## src/rtl/ddr2_arb_pkg.sv

```systemverilog
// Shared types and helpers for the DDR2 local-interface arbiter.
package ddr2_arb_pkg;

  typedef enum logic {
    IDLE   = 1'b0,
    WBURST = 1'b1
  } arb_state_e;

  // Port-index width; a single requester still needs one bit to index it.
  function automatic int unsigned port_w(input int unsigned num_ports);
    return (num_ports > 1) ? $clog2(num_ports) : 1;
  endfunction

  function automatic int unsigned eff_size(input int unsigned size);
    return (size == 0) ? 1 : size;
  endfunction

endpackage

```

## src/rtl/ddr2_arb_rtn_fifo.sv

```systemverilog
// Return-tag FIFO: one {port, size} entry per outstanding read command.
module ddr2_arb_rtn_fifo #(
  parameter int WIDTH = 4,
  parameter int DEPTH = 16
) (
  input  logic                   clk,
  input  logic                   reset,
  input  logic                   push,
  input  logic [WIDTH-1:0]       wdata,
  input  logic                   pop,
  output logic [WIDTH-1:0]       rdata,
  output logic [$clog2(DEPTH):0] count,
  output logic                   full,
  output logic                   empty
);
  localparam int AW = $clog2(DEPTH);

  logic [WIDTH-1:0] mem [DEPTH];
  logic [AW-1:0]    wr_ptr, rd_ptr;
  logic             do_push, do_pop;

  assign full    = (count == (AW+1)'(DEPTH));
  assign empty   = (count == '0);
  assign do_push = push && !full;
  assign do_pop  = pop && !empty;
  assign rdata   = mem[rd_ptr];

  always_ff @(posedge clk or posedge reset) begin
    if (reset) begin
      wr_ptr <= '0;
      rd_ptr <= '0;
      count  <= '0;
    end else begin
      if (do_push) wr_ptr <= wr_ptr + 1'b1;
      if (do_pop)  rd_ptr <= rd_ptr + 1'b1;
      count <= count + (AW+1)'(do_push) - (AW+1)'(do_pop);
    end
  end

  // NOTE: storage is deliberately not reset; clearing the pointers and count is the flush.
  always_ff @(posedge clk) begin
    if (do_push) mem[wr_ptr] <= wdata;
  end

endmodule

```

## src/rtl/ddr2_local_arbiter.sv

```systemverilog
// Round-robin arbiter sharing one DDR2 controller local interface among several masters,
// with atomic write bursts and a tag FIFO that steers read returns back to their issuer.
module ddr2_local_arbiter
  import ddr2_arb_pkg::*;
#(
  parameter int NUM_PORTS = 2,
  parameter int ADDR_W    = 25,
  parameter int DATA_W    = 32,
  parameter int BE_W      = 4,
  parameter int SIZE_W    = 3,
  parameter int RQ_DEPTH  = 16
) (
  input  logic                        clk,
  input  logic                        reset,
  input  logic [NUM_PORTS*ADDR_W-1:0] p_address,
  input  logic [NUM_PORTS*DATA_W-1:0] p_wdata,
  input  logic [NUM_PORTS*BE_W-1:0]   p_be,
  input  logic [NUM_PORTS*SIZE_W-1:0] p_size,
  input  logic [NUM_PORTS-1:0]        p_read,
  input  logic [NUM_PORTS-1:0]        p_write,
  output logic [NUM_PORTS-1:0]        p_ready,
  output logic [DATA_W-1:0]           p_rdata,
  output logic [NUM_PORTS-1:0]        p_rdata_valid,
  output logic [ADDR_W-1:0]           local_address,
  output logic [DATA_W-1:0]           local_wdata,
  output logic [BE_W-1:0]             local_be,
  output logic [SIZE_W-1:0]           local_size,
  output logic                        local_read_req,
  output logic                        local_write_req,
  output logic                        local_burstbegin,
  input  logic                        local_ready,
  input  logic                        local_rdata_valid,
  input  logic                        local_init_done,
  input  logic [DATA_W-1:0]           local_rdata,
  output logic                        rtn_err
);
  localparam int PORT_W = port_w(NUM_PORTS);
  localparam int ENT_W  = PORT_W + SIZE_W;
  localparam int CNT_W  = $clog2(RQ_DEPTH) + 1;

  arb_state_e          state, state_n;
  logic [PORT_W-1:0]   rr_ptr, rr_ptr_n, lock, lock_n, win, sel, cand, head_port;
  logic [SIZE_W-1:0]   beats_left, beats_n, win_size, head_size, rtn_cnt;
  logic [NUM_PORTS-1:0] eligible;
  logic                win_valid, win_write, grant, push, pop, last_beat;
  logic                rq_full, rq_empty;
  logic [ENT_W-1:0]    head;
  logic [CNT_W-1:0]    rq_count;

  function automatic logic [PORT_W-1:0] next_port(input logic [PORT_W-1:0] p);
    return (int'(p) == NUM_PORTS - 1) ? '0 : p + 1'b1;
  endfunction

  // A full return FIFO makes read requests ineligible; writes are unaffected.
  assign eligible = p_write | (p_read & {NUM_PORTS{!rq_full}});

  always_comb begin
    win_valid = 1'b0;
    win       = '0;
    cand      = '0;
    for (int k = 0; k < NUM_PORTS; k++) begin
      cand = PORT_W'((int'(rr_ptr) + k) % NUM_PORTS);
      if (!win_valid && eligible[cand]) begin
        win_valid = 1'b1;
        win       = cand;
      end
    end
  end

  assign win_write = p_write[win];
  assign win_size  = p_size[win*SIZE_W +: SIZE_W];
  assign grant     = (state == IDLE) && local_init_done && win_valid;
  assign sel       = (state == WBURST) ? lock : win;

  // NOTE: sequential state uses non-blocking assignments only; combinational blocks use blocking.
  always_ff @(posedge clk or posedge reset) begin
    if (reset) begin
      state      <= IDLE;
      rr_ptr     <= '0;
      lock       <= '0;
      beats_left <= '0;
    end else begin
      state      <= state_n;
      rr_ptr     <= rr_ptr_n;
      lock       <= lock_n;
      beats_left <= beats_n;
    end
  end

  // NOTE: every signal gets a default first, so no path through this block can infer a latch.
  always_comb begin
    state_n  = state;
    rr_ptr_n = rr_ptr;
    lock_n   = lock;
    beats_n  = beats_left;
    push     = 1'b0;
    unique case (state)
      IDLE: begin
        if (grant && local_ready) begin
          if (!win_write) begin
            push     = 1'b1;
            rr_ptr_n = next_port(win);
          end else if (eff_size(int'(win_size)) > 1) begin
            lock_n  = win;
            beats_n = SIZE_W'(eff_size(int'(win_size)) - 1);
            state_n = WBURST;
          end else begin
            rr_ptr_n = next_port(win);
          end
        end
      end
      WBURST: begin
        if (p_write[lock] && local_ready) begin
          beats_n = beats_left - 1'b1;
          if (beats_left == SIZE_W'(1)) begin
            rr_ptr_n = next_port(lock);
            state_n  = IDLE;
          end
        end
      end
      default: state_n = IDLE;
    endcase
  end

  // Command outputs are a pure mux of the granted port, forced quiet while reset is held.
  always_comb begin
    local_address    = '0;
    local_wdata      = '0;
    local_be         = '0;
    local_size       = '0;
    local_read_req   = 1'b0;
    local_write_req  = 1'b0;
    local_burstbegin = 1'b0;
    p_ready          = '0;
    if (!reset && (state == WBURST || grant)) begin
      local_address = p_address[sel*ADDR_W +: ADDR_W];
      local_wdata   = p_wdata[sel*DATA_W +: DATA_W];
      local_be      = p_be[sel*BE_W +: BE_W];
      local_size    = p_size[sel*SIZE_W +: SIZE_W];
      if (state == WBURST) begin
        local_write_req = p_write[lock];
        p_ready[lock]   = local_ready & p_write[lock];
      end else begin
        local_burstbegin = 1'b1;
        local_write_req  = win_write;
        local_read_req   = !win_write;
        p_ready[win]     = local_ready;
      end
    end
  end

  ddr2_arb_rtn_fifo #(
    .WIDTH (ENT_W),
    .DEPTH (RQ_DEPTH)
  ) u_rtn_fifo (
    .clk   (clk),
    .reset (reset),
    .push  (push),
    .wdata ({win, win_size}),
    .pop   (pop),
    .rdata (head),
    .count (rq_count),
    .full  (rq_full),
    .empty (rq_empty)
  );

  assign head_port = head[ENT_W-1:SIZE_W];
  assign head_size = head[SIZE_W-1:0];
  // rtn_cnt counts beats already returned for the head command.
  assign last_beat = local_rdata_valid && !rq_empty &&
                     (eff_size(int'(head_size)) == int'(rtn_cnt) + 1);
  assign pop       = last_beat;

  always_ff @(posedge clk or posedge reset) begin
    if (reset) begin
      p_rdata       <= '0;
      p_rdata_valid <= '0;
      rtn_cnt       <= '0;
      rtn_err       <= 1'b0;
    end else begin
      p_rdata_valid <= '0;
      if (local_rdata_valid) begin
        if (rq_empty) begin
          rtn_err <= 1'b1;
        end else begin
          p_rdata                  <= local_rdata;
          p_rdata_valid[head_port] <= 1'b1;
          rtn_cnt                  <= last_beat ? '0 : rtn_cnt + 1'b1;
        end
      end
    end
  end

endmodule

```

## config.mk

```make
export PLATFORM = sky130hd
export DESIGN_NAME = ddr2_local_arbiter
export DESIGN_NICKNAME = d
export VERILOG_FILES = /design/src/rtl/ddr2_arb_pkg.sv /design/src/rtl/ddr2_arb_rtn_fifo.sv /design/src/rtl/ddr2_local_arbiter.sv
export SDC_FILE = /design/constraint.sdc
export NUM_CORES = 1
export LEC_CHECK = 0
export CAP_MARGIN = 20
export CORE_ASPECT_RATIO = 0.75
export CORE_MARGIN = 4
export CORE_UTILIZATION = 39
export CTS_CLUSTER_SIZE = 25
export DETAILED_ROUTE_END_ITERATION = 8
export GPL_TIMING_DRIVEN = 0
export PLACE_DENSITY_LB_ADDON = 0.25
export SYNTH_ARGS = -nofsm -noshare
export SYNTH_HDL_FRONTEND = slang
export SYNTH_SLANG_ARGS = --single-unit
```

## constraint.sdc

```tcl
create_clock -name clk -period 4 [get_ports clk]
set_input_delay 0.8 -clock clk [delete_from_list [all_inputs] [get_ports clk]]
set_output_delay 0.8 -clock clk [all_outputs]
set_load 0.02 [all_outputs]
```

==> summary.md <==
| Metric | Value |
|---|---|
| Peak Freq | 255.8 MHz |
| Via count | 5572 |
| Area after detailed placement | 9308 µm² |
| Unrepaired setup endpoints after global routing | false |
| Final Max Slew Viols | 0 |
| Maxcap violations | 0 |
| Period utilization | 97.74% |
| Die X-Extent | 154.9 µm |
| Element type at the critical path end | primary output |
| #FFs+latches synth | 121 |
| Worst path cell trace | clkdlybuf4s50_1, inv_1, o22ai_4, nor3_4, a21oi_2, clkbuf_8, nand2_1, a21oi_1, clkdlybuf4s50_1 |
| Max stage delay on crit path | 0.65 ns |
| Critical Path Slowest Stage Cell | sky130_fd_sc_hd__clkdlybuf4s50_1 |
| Number of nets in the final layout | 1048 |
| Area fraction in compound gates after synthesis | 9.381% |
| H-Tree Level Count | 4 |
| Final weighted congestion in routability-driven placement | 0.9920 |
| Relative area change from synthesis to final layout | 58.01% |
| Inserted Clock Buffers | 17 |
| Number of buffers added on ports | 272 |
| Static Leakage | 4.250 nW |
| Kind of start point of the critical path | input port |
| Detailed placement HPWL | 16390 µm |
| Quantity of hold-fixing buffers added after cts | 0 |
| Sequential share of the synthesized area | 53.07% |
| Peak supply drop | 415.3 µV |
| Total gr overflow | 0 |
| Cell type with the highest occurrence count on the critical path | sky130_fd_sc_hd__clkdlybuf4s50_1 |
| Adder-Cell Fraction of Synth Area | 3.689% |
| Number of violations reported at the end of detailed-routing iteration 0 | 298 |
| Maximum number of pins on one net before global-route repair | 32 |
| Mapped cell area | 6309 µm² |
| Final count of negative-setup-slack endpoints | 0 |
| Yosys warns | 0 |
| Core area | 15520 µm² |
| Post-route DRC violation count | 0 |
| Vias per inst | 5.150 |
| Number of rows created at floorplan | 39 |
| Async set or reset register ratio after synthesis | 47.11% |
| Wire length of the first global-routing pass | 32460 µm |
| Final wirelength | 21080 µm |
| Dominant combinational cell family by area after synthesis | multiplexers |
| Number of instances in the synthesized netlist | 568 |
| Worst Tran Pin Value | 0.9500 ns |
| Worst EP arrival | 3.11 ns |
| Die Ht | 118.1 µm |
| Fraction of layout instances using a drive strength above 1 | 15.46% |
| Number of antenna violations at the first check in global routing | 4 |
| Area fraction of the dominant cell type after synthesis | 30.46% |
| Final design utilization | 64.24% |
| Post-route cell area | 9968 µm² |
| Classification of the worst setup path | input port to primary output |
| Unique masters post-synth | 46 |
| Clock period minus final worst setup slack | 3.910 ns |
| Setup TNS | 0 ns |
| Data required time at the worst endpoint | 3.20 ns |
| Clock slew at the register clock pins of the worst setup and hold paths | 0.05 ns |
| Synth Area per Inst | 11.11 µm² |
| Worst hold margin | 0.4643 ns |
| Global-route usage over all layers | 22.90% |
| Total nets after synthesis | 755 |
| Post-DRT Antenna Nets | 0 |
| CTS tree | yes |
| Power Density | 629.5 nW/µm² |
| Post-synthesis share of cell area spent on xor and xnor gates | 1.666% |
| Fraction of synthesized area in multiplexers | 14.44% |
| Worst skew pair latency | 0.41 ns |
| Max Root-Sink Buffers | 2 |
| I/O pin cnt | 273 |
| Top FF cell, synth | sky130_fd_sc_hd__edfxtp_1 |
| Area contributors post-synth | sky130_fd_sc_hd__edfxtp_1 (30%), sky130_fd_sc_hd__dfrtp_1 (23%), sky130_fd_sc_hd__nand2_1 (8.3%), sky130_fd_sc_hd__mux2_2 (6.8%), sky130_fd_sc_hd__a21oi_1 (5.6%) |
| Hold Vio Cnt, Final | 0 |
| Tightest slew margin relative to the limit | 36.50% |
| Pre-CTS setup slack | -0.7006 ns |
| Biggest area consumer among synthesized cells | sky130_fd_sc_hd__edfxtp_1 |
| Worst path setup slack after routing | 0.09027 ns |
| Clk sinks | 121 |
| Routed wire length per instance | 19.48 µm |
| Post-synthesis simple-gate area fraction | 14.26% |
| Number of synthesized flops with an enable pin | 64 |
| First-pass iteration count of the detailed router | 5 |
| Critical Path Fanout Max | 10 |
| Status | complete, no violations |
| Clock tree root buffer cell | sky130_fd_sc_hd__clkbuf_16 |
| Effective utilization at floorplan | 40.65% |
| Vias in the first global route | 5942 |
| Max Clock Skew | 0.008203 ns |
| Type of the worst min-delay path | flip-flop to flip-flop |
| Setup slack, reg-to-reg | 0.22 ns |
| DIE AREA | 18300 µm² |
-- per-stage QoR --
step,power (mW),instances
global placement,4.656,1045
floorplan,3.567,568
finish,6.275,1082
CTS,6.308,1077
detailed placement,4.768,1046
global route,6.665,1082
-- registers in the layout, summed over array words and instances, names as in the netlist --
signal	count
u_rtn_fifo.mem	64
p_rdata	32
u_rtn_fifo.count	5
u_rtn_fifo.rd_ptr	4
u_rtn_fifo.wr_ptr	4
beats_left	3
rtn_cnt	3
p_rdata_valid	2
lock	1
rr_ptr	1
rtn_err	1
state	1
-- metal layers --
metal  wire length [µm]  vias to the layer above  global-route usage [%]
li1                   -                     2602                       -
met1               8065                     2661                   27.31
met2              10430                      276                   38.14
met3               1921                       33                   7.563
met4                667                        0                   9.597
met5                  0                        -                       0
-- cell usage in the layout, fill, tap and decap left out, types with 12 or more instances in the layout --
master / Yosys / routed
sky130_fd_sc_hd__nand2_1: 140 / 140
sky130_fd_sc_hd__dfrtp_1: 57 / 57
sky130_fd_sc_hd__inv_1: 19 / 18
sky130_fd_sc_hd__clkdlybuf4s50_1: 0 / 208
sky130_fd_sc_hd__nor2_1: 13 / 13
sky130_fd_sc_hd__a21oi_1: 71 / 70
sky130_fd_sc_hd__clkbuf_2: 0 / 25
sky130_fd_sc_hd__edfxtp_1: 64 / 64
sky130_fd_sc_hd__clkbuf_16: 0 / 17
sky130_fd_sc_hd__mux4_2: 15 / 15
sky130_fd_sc_hd__dlygate4sd2_1: 0 / 37
sky130_fd_sc_hd__dlymetal6s2s_1: 0 / 12
sky130_fd_sc_hd__and2_1: 13 / 13
sky130_fd_sc_hd__ha_1: 17 / 17
sky130_fd_sc_hd__mux2_2: 38 / 38
-- layout make-up --
class / instances / area [µm²]
timing repair buffer: 275 / 2686
fill: 1199 / 5549
clock buffer: 17 / 425.4
clock inverter: 14 / 171.4
inverter: 19 / 71.32
sequential: 121 / 3348
multi-input combinational: 392 / 2808
tap: 205 / 256.5
antenna: 4 / 10.01
buffer: 35 / 191.4
-- cell usage after synthesis, types with 5 or more instances --
master,instances
sky130_fd_sc_hd__a21o_1,8
sky130_fd_sc_hd__a21oi_1,71
sky130_fd_sc_hd__and2_1,13
sky130_fd_sc_hd__buf_1,6
sky130_fd_sc_hd__clkbuf_1,26
sky130_fd_sc_hd__dfrtp_1,57
sky130_fd_sc_hd__edfxtp_1,64
sky130_fd_sc_hd__ha_1,17
sky130_fd_sc_hd__inv_1,19
sky130_fd_sc_hd__mux2_2,38
sky130_fd_sc_hd__mux4_2,15
sky130_fd_sc_hd__nand2_1,140
sky130_fd_sc_hd__nor2_1,13
sky130_fd_sc_hd__nor3_1,6
sky130_fd_sc_hd__o31ai_1,5
sky130_fd_sc_hd__xnor2_1,8
-- report_power, final --
part / switching [mW] / internal (mW) / total (mW)
clock network: 0.561 / 0.979 / 1.54
registers: 0.151 / 1.56 / 1.71
logic: 1.71 / 1.32 / 3.03
total: 2.42 / 3.85 / 6.27
-- what timing repair did --
item                                    CTS  global route
endpoints found under the setup margin   69            41
gates resized for setup                  87            43
pin swaps                                 1             0
buffers inserted                          1             1
-- critical path: cells and delay by family --
family | cells | cell delay (ns)
simple gates | 2 | 0.14
compound gates | 3 | 0.55
buf+inv | 4 | 1.62
-- logic make-up after synthesis --
kind of cell / count (synthesis)
and+or+nand+nor: 200
DFF: 121
AOI/OAI and AO/OA: 101
muxes: 61
buffers and inverters: 55
adders and majority gates: 18
xor gates and xnor gates: 12
-- worst paths after layout --
kind	start	to	cells past startpoint
setup / recovery	p_write[0]	local_wdata[31]	9
hold / removal	rtn_err	rtn_err	1
setup reg to reg	u_rtn_fifo.count[3]	lock	12
hold reg to reg	rtn_err	rtn_err	1
max in group asynchronous	reset	p_rdata[5]	3
min in group asynchronous	reset	u_rtn_fifo.wr_ptr[1]	2
No activity file was read; power rests on OpenSTA's default activity.
